--- src/rtl/board_io_pkg.sv ---
// Shared constants and width helpers for the board I/O conditioning slice.
package board_io_pkg;

  // 5 ms of stable level at a 100 MHz system clock.
  localparam int DB_CYCLES_100MHZ    = 500000;
  localparam int RST_HOLD_DEFAULT    = 16;
  localparam int SYNC_STAGES_DEFAULT = 2;

  // Bits needed to count from 0 up to and including max_val (never below 1).
  function automatic int cnt_width(input int max_val);
    int w;
    w = $clog2(max_val + 1);
    return (w < 1) ? 1 : w;
  endfunction

endpackage

--- src/rtl/debounce_ch.sv ---
// One conditioned input: synchroniser chain, debouncer and registered edge pulses.
module debounce_ch
  import board_io_pkg::*;
#(
  parameter int SYNC_STAGES = SYNC_STAGES_DEFAULT,  // legal range 2..4
  parameter int DB_CYCLES   = DB_CYCLES_100MHZ      // minimum 1
) (
  input  logic clk_i,
  input  logic arst_i,
  input  logic d_i,
  output logic q_o,
  output logic rise_o,
  output logic fall_o
);

  localparam int            CW      = cnt_width(DB_CYCLES);
  localparam logic [CW-1:0] DB_LAST = CW'(DB_CYCLES - 1);
  localparam logic [CW-1:0] CNT_ONE = CW'(1);

  logic [SYNC_STAGES-1:0] sync_p0;
  logic [CW-1:0]          cnt_p1;
  logic                   synced;

  assign synced = sync_p0[SYNC_STAGES-1];

  // Synchroniser: a plain shift chain, nothing between the stages.
  always_ff @(posedge clk_i or posedge arst_i) begin
    if (arst_i) begin
      sync_p0 <= '0;
    end else begin
      sync_p0 <= {sync_p0[SYNC_STAGES-2:0], d_i};
    end
  end

  // Debouncer: a new level is taken only after DB_CYCLES consecutive
  // disagreeing samples; any agreeing sample restarts the count, and the
  // count is cleared on acceptance so it can never wrap.
  always_ff @(posedge clk_i or posedge arst_i) begin
    if (arst_i) begin
      cnt_p1 <= '0;
      q_o    <= 1'b0;
      rise_o <= 1'b0;
      fall_o <= 1'b0;
    end else begin
      rise_o <= 1'b0;
      fall_o <= 1'b0;
      if (synced == q_o) begin
        cnt_p1 <= '0;
      end else if (cnt_p1 == DB_LAST) begin
        cnt_p1 <= '0;
        q_o    <= synced;
        rise_o <= synced;
        fall_o <= ~synced;
      end else begin
        cnt_p1 <= cnt_p1 + CNT_ONE;
      end
    end
  end

endmodule

--- src/rtl/board_io_cond.sv ---
// Board-side I/O conditioning: SoC reset sequencer plus debounced buttons
// and switches with IRQ-ready edge pulses.
module board_io_cond
  import board_io_pkg::*;
#(
  parameter int N_BTN           = 1,
  parameter int N_SW            = 16,
  parameter int SYNC_STAGES     = SYNC_STAGES_DEFAULT,
  parameter int DB_CYCLES       = DB_CYCLES_100MHZ,
  parameter int RST_HOLD_CYCLES = RST_HOLD_DEFAULT
) (
  input  logic             clk_i,
  input  logic             arst_i,
  input  logic [N_BTN-1:0] btn_i,
  input  logic [N_SW-1:0]  sw_i,
  output logic             srst_o,
  output logic [N_BTN-1:0] btn_o,
  output logic [N_BTN-1:0] btn_rise_o,
  output logic [N_BTN-1:0] btn_fall_o,
  output logic [N_SW-1:0]  sw_o,
  output logic             sw_chg_o
);

  localparam int            HW       = cnt_width(RST_HOLD_CYCLES);
  localparam logic [HW-1:0] HOLD_MAX  = HW'(RST_HOLD_CYCLES);
  localparam logic [HW-1:0] HOLD_LAST = HW'(RST_HOLD_CYCLES - 1);
  localparam logic [HW-1:0] HOLD_ONE  = HW'(1);

  logic [HW-1:0]    hold_cnt;
  logic [N_BTN-1:0] btn_rise_raw;
  logic [N_BTN-1:0] btn_fall_raw;
  logic [N_SW-1:0]  sw_rise_raw;
  logic [N_SW-1:0]  sw_fall_raw;

  // Reset sequencer: srst_o asserts with arst_i and is released on the edge
  // where the hold counter reaches RST_HOLD_CYCLES; the counter then parks.
  always_ff @(posedge clk_i or posedge arst_i) begin
    if (arst_i) begin
      hold_cnt <= '0;
      srst_o   <= 1'b1;
    end else if (hold_cnt != HOLD_MAX) begin
      hold_cnt <= hold_cnt + HOLD_ONE;
      if (hold_cnt == HOLD_LAST) begin
        srst_o <= 1'b0;
      end
    end
  end

  for (genvar i = 0; i < N_BTN; i++) begin : g_btn
    debounce_ch #(
      .SYNC_STAGES (SYNC_STAGES),
      .DB_CYCLES   (DB_CYCLES)
    ) u_btn (
      .clk_i  (clk_i),
      .arst_i (arst_i),
      .d_i    (btn_i[i]),
      .q_o    (btn_o[i]),
      .rise_o (btn_rise_raw[i]),
      .fall_o (btn_fall_raw[i])
    );
  end

  for (genvar j = 0; j < N_SW; j++) begin : g_sw
    debounce_ch #(
      .SYNC_STAGES (SYNC_STAGES),
      .DB_CYCLES   (DB_CYCLES)
    ) u_sw (
      .clk_i  (clk_i),
      .arst_i (arst_i),
      .d_i    (sw_i[j]),
      .q_o    (sw_o[j]),
      .rise_o (sw_rise_raw[j]),
      .fall_o (sw_fall_raw[j])
    );
  end

  // Pulses are dropped while the SoC is held in reset, so levels that settle
  // during the hold appear at release without a spurious edge. All pulse
  // sources are flop outputs, so the gated result stays glitch-free.
  assign btn_rise_o = btn_rise_raw & {N_BTN{~srst_o}};
  assign btn_fall_o = btn_fall_raw & {N_BTN{~srst_o}};
  assign sw_chg_o   = (|(sw_rise_raw | sw_fall_raw)) & ~srst_o;

endmodule
--- config.mk ---
export PLATFORM = sky130hd
export DESIGN_NAME = board_io_cond
export DESIGN_NICKNAME = d
export VERILOG_FILES = /design/src/rtl/board_io_pkg.sv /design/src/rtl/debounce_ch.sv /design/src/rtl/board_io_cond.sv
export SDC_FILE = /design/constraint.sdc
export NUM_CORES = 1
export LEC_CHECK = 0
export ABC_AREA = 1
export CORE_ASPECT_RATIO = 1.2
export CORE_MARGIN = 2
export CORE_UTILIZATION = 30
export DETAILED_ROUTE_END_ITERATION = 7
export HOLD_SLACK_MARGIN = 0.15
export PLACE_DENSITY = 0.43
export SETUP_SLACK_MARGIN = 0.1
export SYNTH_ARGS = -nofsm -noshare
export SYNTH_HDL_FRONTEND = slang
export SYNTH_SLANG_ARGS = --single-unit
--- constraint.sdc ---
create_clock -name clk_i -period 37.4 [get_ports clk_i]
set_input_delay 7.48 -clock clk_i [delete_from_list [all_inputs] [get_ports clk_i]]
set_output_delay 7.48 -clock clk_i [all_outputs]
set_load 0.02 [all_outputs]
==> results of run 1 <==
[final timing paths]
kind                       slack (ns)                         startpoint                                 end  depth (start not counted)
min reg2reg                      0.34  g_sw[3].u_sw.sync_p0[0]$_DFF_PP0_   g_sw[3].u_sw.sync_p0[1]$_DFF_PP0_                          0
max                             26.87                             arst_i  g_sw[15].u_sw.cnt_p1[18]$_DFF_PP0_                          5
min                              0.34  g_sw[3].u_sw.sync_p0[0]$_DFF_PP0_   g_sw[3].u_sw.sync_p0[1]$_DFF_PP0_                          0
min in group asynchronous        7.40                             arst_i   g_sw[0].u_sw.sync_p0[0]$_DFF_PP0_                          2
max in group clk_i              27.35      g_sw[5].u_sw.rise_o$_DFF_PP0_                            sw_chg_o                          5
max reg2reg                     35.39  g_sw[13].u_sw.cnt_p1[0]$_DFF_PP0_      g_sw[13].u_sw.fall_o$_DFF_PP0_                          5
[cells in the mapped netlist, drive strengths merged, types with 18 or more instances]
master  instances  area (um^2)
dfrtp         413        10300
nand3         241         1230
nor3b          21          168
nand4          46          288
nor3          102          546
xnor2          34          298
nand3b         24          180
buf            31          203
nor2          891         3460
a21oi          48          252
o21ai          64          324
inv           315         1180
and2           18          113
nand2         568         2160
ha             20          250
xor2          111          972
[registers in the layout, indices dropped and copies added (netlist names)]
signal               cells
g_btn.u_btn.cnt_p1      19
g_btn.u_btn.fall_o       1
g_btn.u_btn.q_o          1
g_btn.u_btn.rise_o       1
g_btn.u_btn.sync_p0      2
g_sw.u_sw.cnt_p1       304
g_sw.u_sw.fall_o        16
g_sw.u_sw.q_o           16
g_sw.u_sw.rise_o        16
g_sw.u_sw.sync_p0       32
hold_cnt                 5
srst_o                   1
[where the power goes]
group	internal [uW]	switching [uW]
clock	328	199
sequential	454	4.70
combinational	7.47	21.3
[metrics by stage]
step / area (um^2) / hold WS (ns) / total power (uW) / worst slack [ns]
4_1_cts: 25200 / 0.347 / 1040 / 26.58
3_5_place_dp: 23400 / 0.335 / 498 / 25.93
6_report: 25200 / 0.345 / 1010 / 26.87
3_3_place_gp: 23400 / 0.335 / 497 / 26.05
5_1_grt: 25200 / 0.359 / 1060 / 26.23
2_1_floorplan: 22100 / 0.331 / 486 / 18.40
[final cells by class]
class / instances / area, um^2
Clock inverter: 23 / 390
Clock buffer: 66 / 1380
Tap cell: 935 / 1170
Fill cell: 7563 / 47400
Sequential cell: 414 / 10400
Multi-Input combinational cell: 2193 / 10300
Timing Repair Buffer: 47 / 450
Inverter: 315 / 1190
[cells by family after synthesis]
family,synth area share
and+or+nand+nor,0.369
DFF,0.470
buffers and inverters,0.0647
xor gates and xnor gates,0.0576
AOI/OAI and AO/OA,0.0274
adders and majority gates,0.0113
[per-layer routing]
layer,vias up,part of all wire
li1,9397,-
met1,8443,0.46
met2,285,0.47
met3,95,0.037
met4,0,0.031
met5,-,0
==> out/metrics.cfg, run 1 <==
[floorplan]
die_h_um = 301
dieArea_um2 = 75700
core_um2 = 72600
die_w_um = 252
initial_core_util = 0.304
rows = 108
io_pins = 40

[clock_network]
cts_hold_buf = 0
cts_buffers = 49
clock_path_buffers = 3
cts_tree = built
htree_levels = 2
cts_root_buf = clkbuf_16
post_cts_buffers = 0
worst_skew_pair.late_latency_ns = 0.59
cts_resized = 0
clk_pin_slew_ns = 0.06
cts_sinks = 414

[timing]
finalMaxSlewViolations = 0
rsz0062_at_grt = no
setup-tns-final_ns = 0
period_minus_slack_ns = 10.53
max-slew-margin-rel = 0.312
worst_slew_pin_slew_ns = 1.03
clock_skew_ns = 0.0229
setup_violations = 0
hold_viol_final = 0
final.period_utilization = 0.281
fmax_mhz = 95.0

[worst_setup_path]
critPathTopFamily = buffers and inverters
path_max_fanout = 103
startpoint_type = input pin
worst_path_largest_cell_delay_ns = 0.89
worst_ep_required_time_ns = 37.96
path_cells = clkdlybuf4s50_1 > inv_8 > buf_4 > buf_4 > buf_4
critPathArrivalTime_ns = 11.09
worst-setup-path-type = input pin to asynchronous set/reset pin
cpMostUsedCell = buf_4
critPathBufInv = 5
critical_path.endpoint_type = asynchronous set/reset pin
cpMaxStageDelayCell = buf_4

[pwr]
power_density_nw_per_um2 = 40.2
leakage_uw = 0.0104
vdd_drop_max_uv = 29.9

[place]
placed_cells = 3904
dp_hpwl_mm = 38.5
port_buffers = 39
routabilityCongestion = 0.862

[route]
drc_errors = 0
viasPerCell = 4.56
wl_mm = 53.0
wire_per_inst_um = 13.3
antenna_left = 0
drtIter0Drc = 1000
num_vias = 18200
first_pass_iters = 5

[global_route]
grt-busiest-layer = met2
grt-ovfl-total = 0
first_global_vias = 18100
grtUsageMet2 = 0.246
grt_use_met1 = 0.183
antenna_found_initial = 3
grt_pass1_wl_mm = 89.7
grt_max_degree = 104
track_usage = 0.143
grt.met3_usage = 0.0210

[yosys]
synthCells = 2964
ys.flop_type = dfrtp_1
syn_area_um2 = 22100
yosys.cell_types.count = 34
synth-edff-count = 0
async_flop_share = 1.00
ys_seq_elements = 414
yosysWarnings = 0
syn-num-nets = 3003
synth_area_per_cell_um2 = 7.44
yosysSeqAreaShare = 0.470

[cells_and_area]
final_common_cell = nor2_1
post-route-util = 0.347
antenna-diode-count = 0
nNetsFinal = 3059
drive_above_1_share = 0.0517
syn_to_final_growth_pct = 14.3
layout_common_cells = nor2_1, nand2_1, dfrtp_1, inv_1, nand3_1
stdcell_count = 3993

[outcome]
status = complete, no violations

[worst_hold_path]
min_path_type = flop to flop

[job]
drv_cap = 0

No activity file was read; power rests on OpenSTA's default activity.
==> inputs of run 2 (changes only) <==
- PLACE_DENSITY: 0.43 -> 0.45
- clock period: 37.4 -> 9 ns (I/O delays scaled with it)
==> run 2 against run 1 <==
Global-route usage decreased by 0.27 points. Combinational power increased to 4.1 times the previous value. Critical path type is now flop to output pin. Core utilization decreased by 0.31 points. Worst hold slack improved by 0.0020 ns. Critical endpoint is now sw_chg_o.
==> out/metrics.cfg, run 2 (synthesis results as in run 1) <==
[pwr]
leakage_uw = 0.0103  ; -1.1%
vdd_drop_max_uv = 117  ; +290%
finalPower_uw = 3960  ; +290%
power_density_nw_per_um2 = 158  ; +290%

[worst_setup_path]
startpoint_type = flop
critical_path.endpoint_type = output pin
cpMostUsedCell = nor2_1
critPathTopFamily = simple AND/OR/NAND/NOR gates
worst_path_largest_cell_delay_ns = 0.56  ; -0.33 ns
path_max_fanout = 1  ; -99%
critPathArrivalTime_ns = 2.51  ; -8.58 ns
cpMaxStageDelayCell = clkdlybuf4s50_1
worst-setup-path-type = flop to output pin
path_cells = nor2_1 > nand4_1 > nor3_1 > nor2_1 > clkdlybuf4s50_1
rrSetupSlack_ns = 7.01  ; -28.38 ns
worst_ep_required_time_ns = 7.20  ; -30.76 ns
critPathBufInv = 1  ; -4

[floorplan]
core_um2 = 72600  ; unchanged
die_h_um = 301  ; unchanged
die_w_um = 252  ; unchanged
dieArea_um2 = 75700  ; unchanged
io_pins = 40  ; unchanged
rows = 108  ; unchanged
initial_core_util = 0.304  ; unchanged

[timing]
finalMaxSlewViolations = 0  ; unchanged
period_minus_slack_ns = 4.31
hold_viol_final = 0  ; unchanged
rsz0062_at_grt = no
whs_ns = 0.347  ; +0.00196 ns
worst_slew_pin_slew_ns = 0.967  ; -0.0606 ns
fmax_mhz = 232
clock_skew_ns = 0.0266  ; +0.00363 ns
setup-tns-final_ns = 0  ; unchanged
max-slew-margin-rel = 0.353  ; +0.0405
final.period_utilization = 0.479
setup_violations = 0  ; unchanged

[place]
dp_hpwl_mm = 37.6  ; -2.3%
routabilityCongestion = 0.881  ; +2.2%
port_buffers = 39  ; unchanged
postPlaceCellArea_um2 = 23400  ; about the same

[cells_and_area]
antenna-diode-count = 0  ; unchanged
layout_common_cells = nor2_1, nand2_1, dfrtp_1, inv_1, nand3_1
final_common_cell = nor2_1
nNetsFinal = 3055  ; -0.13%
drive_above_1_share = 0.0481  ; -0.00353
largest_reg_flops = 304  ; unchanged
syn_to_final_growth_pct = 13.3
top_register = g_sw.u_sw.cnt_p1
design_area_um2 = 25000  ; -0.89%
top_regs = g_sw.u_sw.cnt_p1 (304), g_sw.u_sw.sync_p0 (32), g_btn.u_btn.cnt_p1 (19)

[route]
drc_errors = 0  ; unchanged
num_vias = 18300  ; +0.21%
first_pass_iters = 7  ; +2
drtIter0Drc = 962  ; -3.8%
antenna_left = 0  ; unchanged
wire_per_inst_um = 12.9  ; -2.5%
viasPerCell = 4.58  ; +0.31%
wl_mm = 51.6  ; -2.6%

[worst_hold_path]
min_path_type = flop to flop

[outcome]
status = complete, no violations

[global_route]
grt-ovfl-total = 0  ; unchanged
track_usage = 0.140  ; -0.00267
grt_pass1_wl_mm = 89.0  ; -0.79%
antenna_found_initial = 0  ; -3
first_global_vias = 18300  ; +1.2%
grt_max_degree = 159  ; +53%

[clock_network]
clock_path_buffers = 3  ; unchanged
cts_root_buf = clkbuf_16
cts_hold_buf = 0  ; unchanged
worst_skew_pair.late_latency_ns = 0.59  ; about the same
cts_tree = built
cts_sinks = 414  ; unchanged
htree_levels = 2  ; unchanged
clk_pin_slew_ns = 0.05  ; about the same
cts_buffers = 48  ; -2.0%
post_cts_buffers = 0  ; unchanged
cts_resized = 0  ; unchanged

[job]
drv_cap = 0  ; unchanged

## run 2: changes by cell type in the layout (fill, tap and decap cells not counted), sizes merged
cell | previous run | this run
clkinv | 7 | 13
clkbuf | 66 | 68
bufinv | 10 | 4
buf | 8 | 5
inv | 318 | 315
## run 2: final cells by class
| type | instances | area, um^2 |
|---|---|---|
| tap | 935 | 1170 |
| clock buffer | 68 | 1330 |
| multi-input combinational | 2193 | 10300 |
| inverter | 315 | 1190 |
| timing repair buffer | 44 | 453 |
| fill | 7553 | 47600 |
| clock inverter | 20 | 220 |
| sequential | 414 | 10400 |
## run 2: path summary, 6_finish.rpt
kind / start / end / depth (start not counted)
setup / recovery: g_sw[6].u_sw.fall_o$_DFF_PP0_ / sw_chg_o / 5
hold / removal: g_sw[11].u_sw.sync_p0[0]$_DFF_PP0_ / g_sw[11].u_sw.sync_p0[1]$_DFF_PP0_ / 0
setup reg to reg: g_sw[15].u_sw.sync_p0[1]$_DFF_PP0_ / g_sw[15].u_sw.cnt_p1[3]$_DFF_PP0_ / 6
hold reg to reg: g_sw[11].u_sw.sync_p0[0]$_DFF_PP0_ / g_sw[11].u_sw.sync_p0[1]$_DFF_PP0_ / 0
max in group asynchronous: arst_i / g_sw[5].u_sw.cnt_p1[4]$_DFF_PP0_ / 4
min in group asynchronous: arst_i / g_sw[11].u_sw.cnt_p1[7]$_DFF_PP0_ / 2
## run 2: power by group
part | switching (uW) | internal [uW]
logic | 87.3 | 31.5
clock network | 792 | 1140
registers | 19.6 | 1890
total | 899 | 3060
## run 2: through the flow
stage	utilization	setup slack (ns)	cells
floorplan	-	1.62	2964
global placement	0.323	4.73	3901
detailed placement	0.323	4.69	3901
CTS	0.344	4.51	3989
global route	0.344	4.45	3989
finish	0.344	4.69	3989
## run 2: worst register-to-register path: stages, from the launching register on
cell,delay [ns]
dfrtp_1,0.46
inv_1,0.11
nor2_1,0.04
nor2_1,0.65
inv_1,0.23
nand2_1,0.28
nor2_1,0.08
## run 2: layer usage
metal  vias to the layer above  wire length (um)  global-route usage
li1                       9404                 -                   -
met1                      8546             23300               0.173
met2                       226             25300               0.250
met3                        82              1550              0.0192
met4                         0              1470              0.0476
met5                         -                 0                   0
==> patch (flow settings as in run 2) <==
Reset style: synchronous (`arst_i`), changed in 3 clocked blocks.
--- a/src/rtl/debounce_ch.sv
+++ b/src/rtl/debounce_ch.sv
@@ -26,3 +26,3 @@
   // Synchroniser: a plain shift chain, nothing between the stages.
-  always_ff @(posedge clk_i or posedge arst_i) begin
+  always_ff @(posedge clk_i) begin
     if (arst_i) begin
@@ -37,3 +37,3 @@
   // count is cleared on acceptance so it can never wrap.
-  always_ff @(posedge clk_i or posedge arst_i) begin
+  always_ff @(posedge clk_i) begin
     if (arst_i) begin
--- a/src/rtl/board_io_cond.sv
+++ b/src/rtl/board_io_cond.sv
@@ -36,3 +36,3 @@
   // where the hold counter reaches RST_HOLD_CYCLES; the counter then parks.
-  always_ff @(posedge clk_i or posedge arst_i) begin
+  always_ff @(posedge clk_i) begin
     if (arst_i) begin
Check against the original RTL: no difference found for any inputs over 4 cycles, from zero or initial values and one cycle with arst_i high; that may be too few to reach the edited logic, so the function may still have changed.
==> patch against run 2 <==
- count of clock-buffer cells in the layout up 3
- non-clock buffer count down 4
- global-route usage down 1.3 points
- worst setup slack better by 0.38 ns
- area after synthesis down 11%
- utilization up 0.39 points
- sequential share of layout area down 4.6 points
- die area down 11%
- cell area down 10%
- routed wire length down 18%
- sequential cell count unchanged
- critical path type unchanged
Power is not compared: it rests on default switching activity, and its combinational part moved more than twofold at a synthesized area within 25%.
==> patch: results (changes against run 2) <==
gr usage total 12.7% (was 14.0%); Pleak 7.72 nW; Post-CTS Setup Inserts 0 (unchanged); Largest Register g_sw.u_sw.cnt_p1 (unchanged); CTS clk-pin slew, worst paths 0.06 ns; Final GP Congestion 0.817 (was 0.881); Via density 4.36 (was 4.58); end point of the critical path sw_chg_o (unchanged); sequential share of the synthesized area 42.3% (was 47.0%); clk sinks 414 (unchanged); R2R setup slack 6.87 ns (was 7.01 ns); Critical Path Max Stage Delay 0.59 ns (was 0.56 ns); clock root cell clkbuf_16 (unchanged); syn avg cell area 6.92 um2 (was 7.44 um2); Top FF cell, synth dfxtp_1 (was dfrtp_1); Worst Max-Slew Pin Slew 0.779 ns (was 0.967 ns); # H-tree levels 2 (unchanged); post-DP HPWL 30500 um (was 37600 um); Regs by FF count g_sw.u_sw.cnt_p1: 304 flops, g_sw.u_sw.sync_p0: 32 flops, g_btn.u_btn.cnt_p1: 19 flops (unchanged); cell with the most instances after synthesis nand2_1 (was nor2_1); IO buf count 39 (unchanged); WP data arrival 2.14 ns (was 2.51 ns); synth top area cells dfxtp_1, nand2_1, nor2_1 (was dfrtp_1, nor2_1, nand2_1); number of global-route vias before repair 15947 (was 18271); Async SR Flop Fraction 0% (was 100%); Synth cell types 35 (was 34); TritonCTS Buffers 49 (was 48); reg2reg path depth 8 (was 6); initial antenna violation count 0 (unchanged); Warnings, synthesis 0 (unchanged); slowest stage cell, crit path clkdlybuf4s50_1 (unchanged); Placed Area 20700 um2 (was 23400 um2); Top Family by Delay on Critical Path buffers and inverters (was simple AND/OR/NAND/NOR gates); Total Routed Length 42300 um (was 51600 um); Synth top cells by count nand2_1, nor2_1, dfxtp_1, inv_1, nand3_1 (was nor2_1, nand2_1, dfrtp_1, inv_1, nand3_1); syn nets 2872 (was 3003); final std cells w/o fill 3756 (was 3989); Placed Cells incl. Taps 3665 (was 3901); Crit. End Element output port (unchanged); largest net degree at the start of global routing 51 (was 159); fraction of layout cells with a size suffix above 1 6.29% (was 4.81%); HP Class reg2reg (unchanged); Worst VDD drop 0.000136 V; status finished clean (unchanged); clock buffer depth 3 (unchanged); # diodes 0 (unchanged); cts repair resizes 0 (unchanged); fill cell count 7016 (was 7553); drt first pass iters 4 (was 7); skew final 0.0232 ns (was 0.0266 ns); top fanout value on the critical path 1 (unchanged); Crit Reg-Reg Startpoint g_sw[12].u_sw.cnt_p1[0] (was g_sw[15].u_sw.sync_p0[1]); Critical path origin g_sw[12].u_sw.fall_o (was g_sw[6].u_sw.fall_o); 1st-iter DRT viols 554 (was 962); first-pass GRT wire length 72900 um (was 89000 um); Clock Latency Late Sink 0.58 ns; RR Endpoint g_sw[12].u_sw.cnt_p1[15] (was g_sw[15].u_sw.cnt_p1[3])
-- patch: cell types whose count changed after synthesis, moves of 15 or more --
cell     delta
dfrtp_1   -413
dfxtp_1   +414
a21oi_1    +65
nor3b_1    -19
xnor2_1    +15
nand3_1    -84
nor2_1    -216
nor3_1     -44
o21ai_0    -24
nand2_1   +130
or2_2      +28
inv_1      +37
-- patch: layer usage --
metal	up-vias	global-route usage, %	part of all wire (%)	wire [um]
li1	8845	-	-	-
met1	7330	15.3	46	19600
met3	64	2.68	3.6	1510
met5	-	0	0	0
met4	0	3.66	2.2	915
met2	138	22.6	48	20200
-- patch: cells by family after synthesis --
group	after synthesis	synth area share (%)
AO/OA/AOI/OAI	161	4.62
XOR/XNOR	161	7.20
adder cells (fa/ha/maj)	20	1.28
buffers and inverters	391	8.41
flip-flops	414	42.3
AND/OR/NAND/NOR	1686	36.2
-- patch: power breakdown --
group / switching (mW) / internal, mW
clock network: 0.811 / 1.36
logic: 0.0326 / 0.0170
registers: 0.00805 / 1.84
total: 0.852 / 3.22
-- patch: how the worst min path moves through the flow --
stage	from	slack [ns]	cells past startpoint	endpoint
CTS	g_sw[9].u_sw.sync_p0[0]	0.39	2	g_sw[9].u_sw.sync_p0[1]
finish	g_sw[9].u_sw.sync_p0[0]	0.39	2	g_sw[9].u_sw.sync_p0[1]
global placement	g_sw[3].u_sw.sync_p0[0]	0.39	2	g_sw[3].u_sw.sync_p0[1]
detailed placement	g_sw[15].u_sw.sync_p0[0]	0.40	2	g_sw[15].u_sw.sync_p0[1]
global route	g_sw[15].u_sw.sync_p0[0]	0.41	2	g_sw[15].u_sw.sync_p0[1]
floorplan	g_btn[0].u_btn.sync_p0[0]	0.39	2	g_btn[0].u_btn.sync_p0[1]
-- patch: worst min-delay path: cells and delay by family (launching register included) --
family,cells,cell delay [ns]
simple gates,1,0.03
buf+inv,1,0.04
flops,1,0.29
-- patch: area by class of cell --
| cell class | count | area [um2] | area share, % |
|---|---|---|---|
| Inverter | 351 | 1320 | 5.86 |
| Clock buffer | 71 | 1460 | 6.50 |
| Tap cell | 832 | 1040 | 4.63 |
| Timing Repair Buffer | 40 | 393 | 1.75 |
| Sequential cell | 414 | 8290 | 36.9 |
| Multi-Input combinational cell | 2028 | 9660 | 43.0 |
| Clock inverter | 20 | 328 | 1.46 |
-- patch: metrics by stage --
stage	setup WS (ns)	power [mW]	hold WS, ns	utilization [%]
6_report	5.06	4.07	0.390	34.8
2_1_floorplan	6.38	1.92	0.388	-
5_1_grt	4.91	4.24	0.414	34.8
3_3_place_gp	5.14	1.94	0.393	32.1
3_5_place_dp	5.16	1.94	0.396	32.1
4_1_cts	4.98	4.17	0.394	34.8
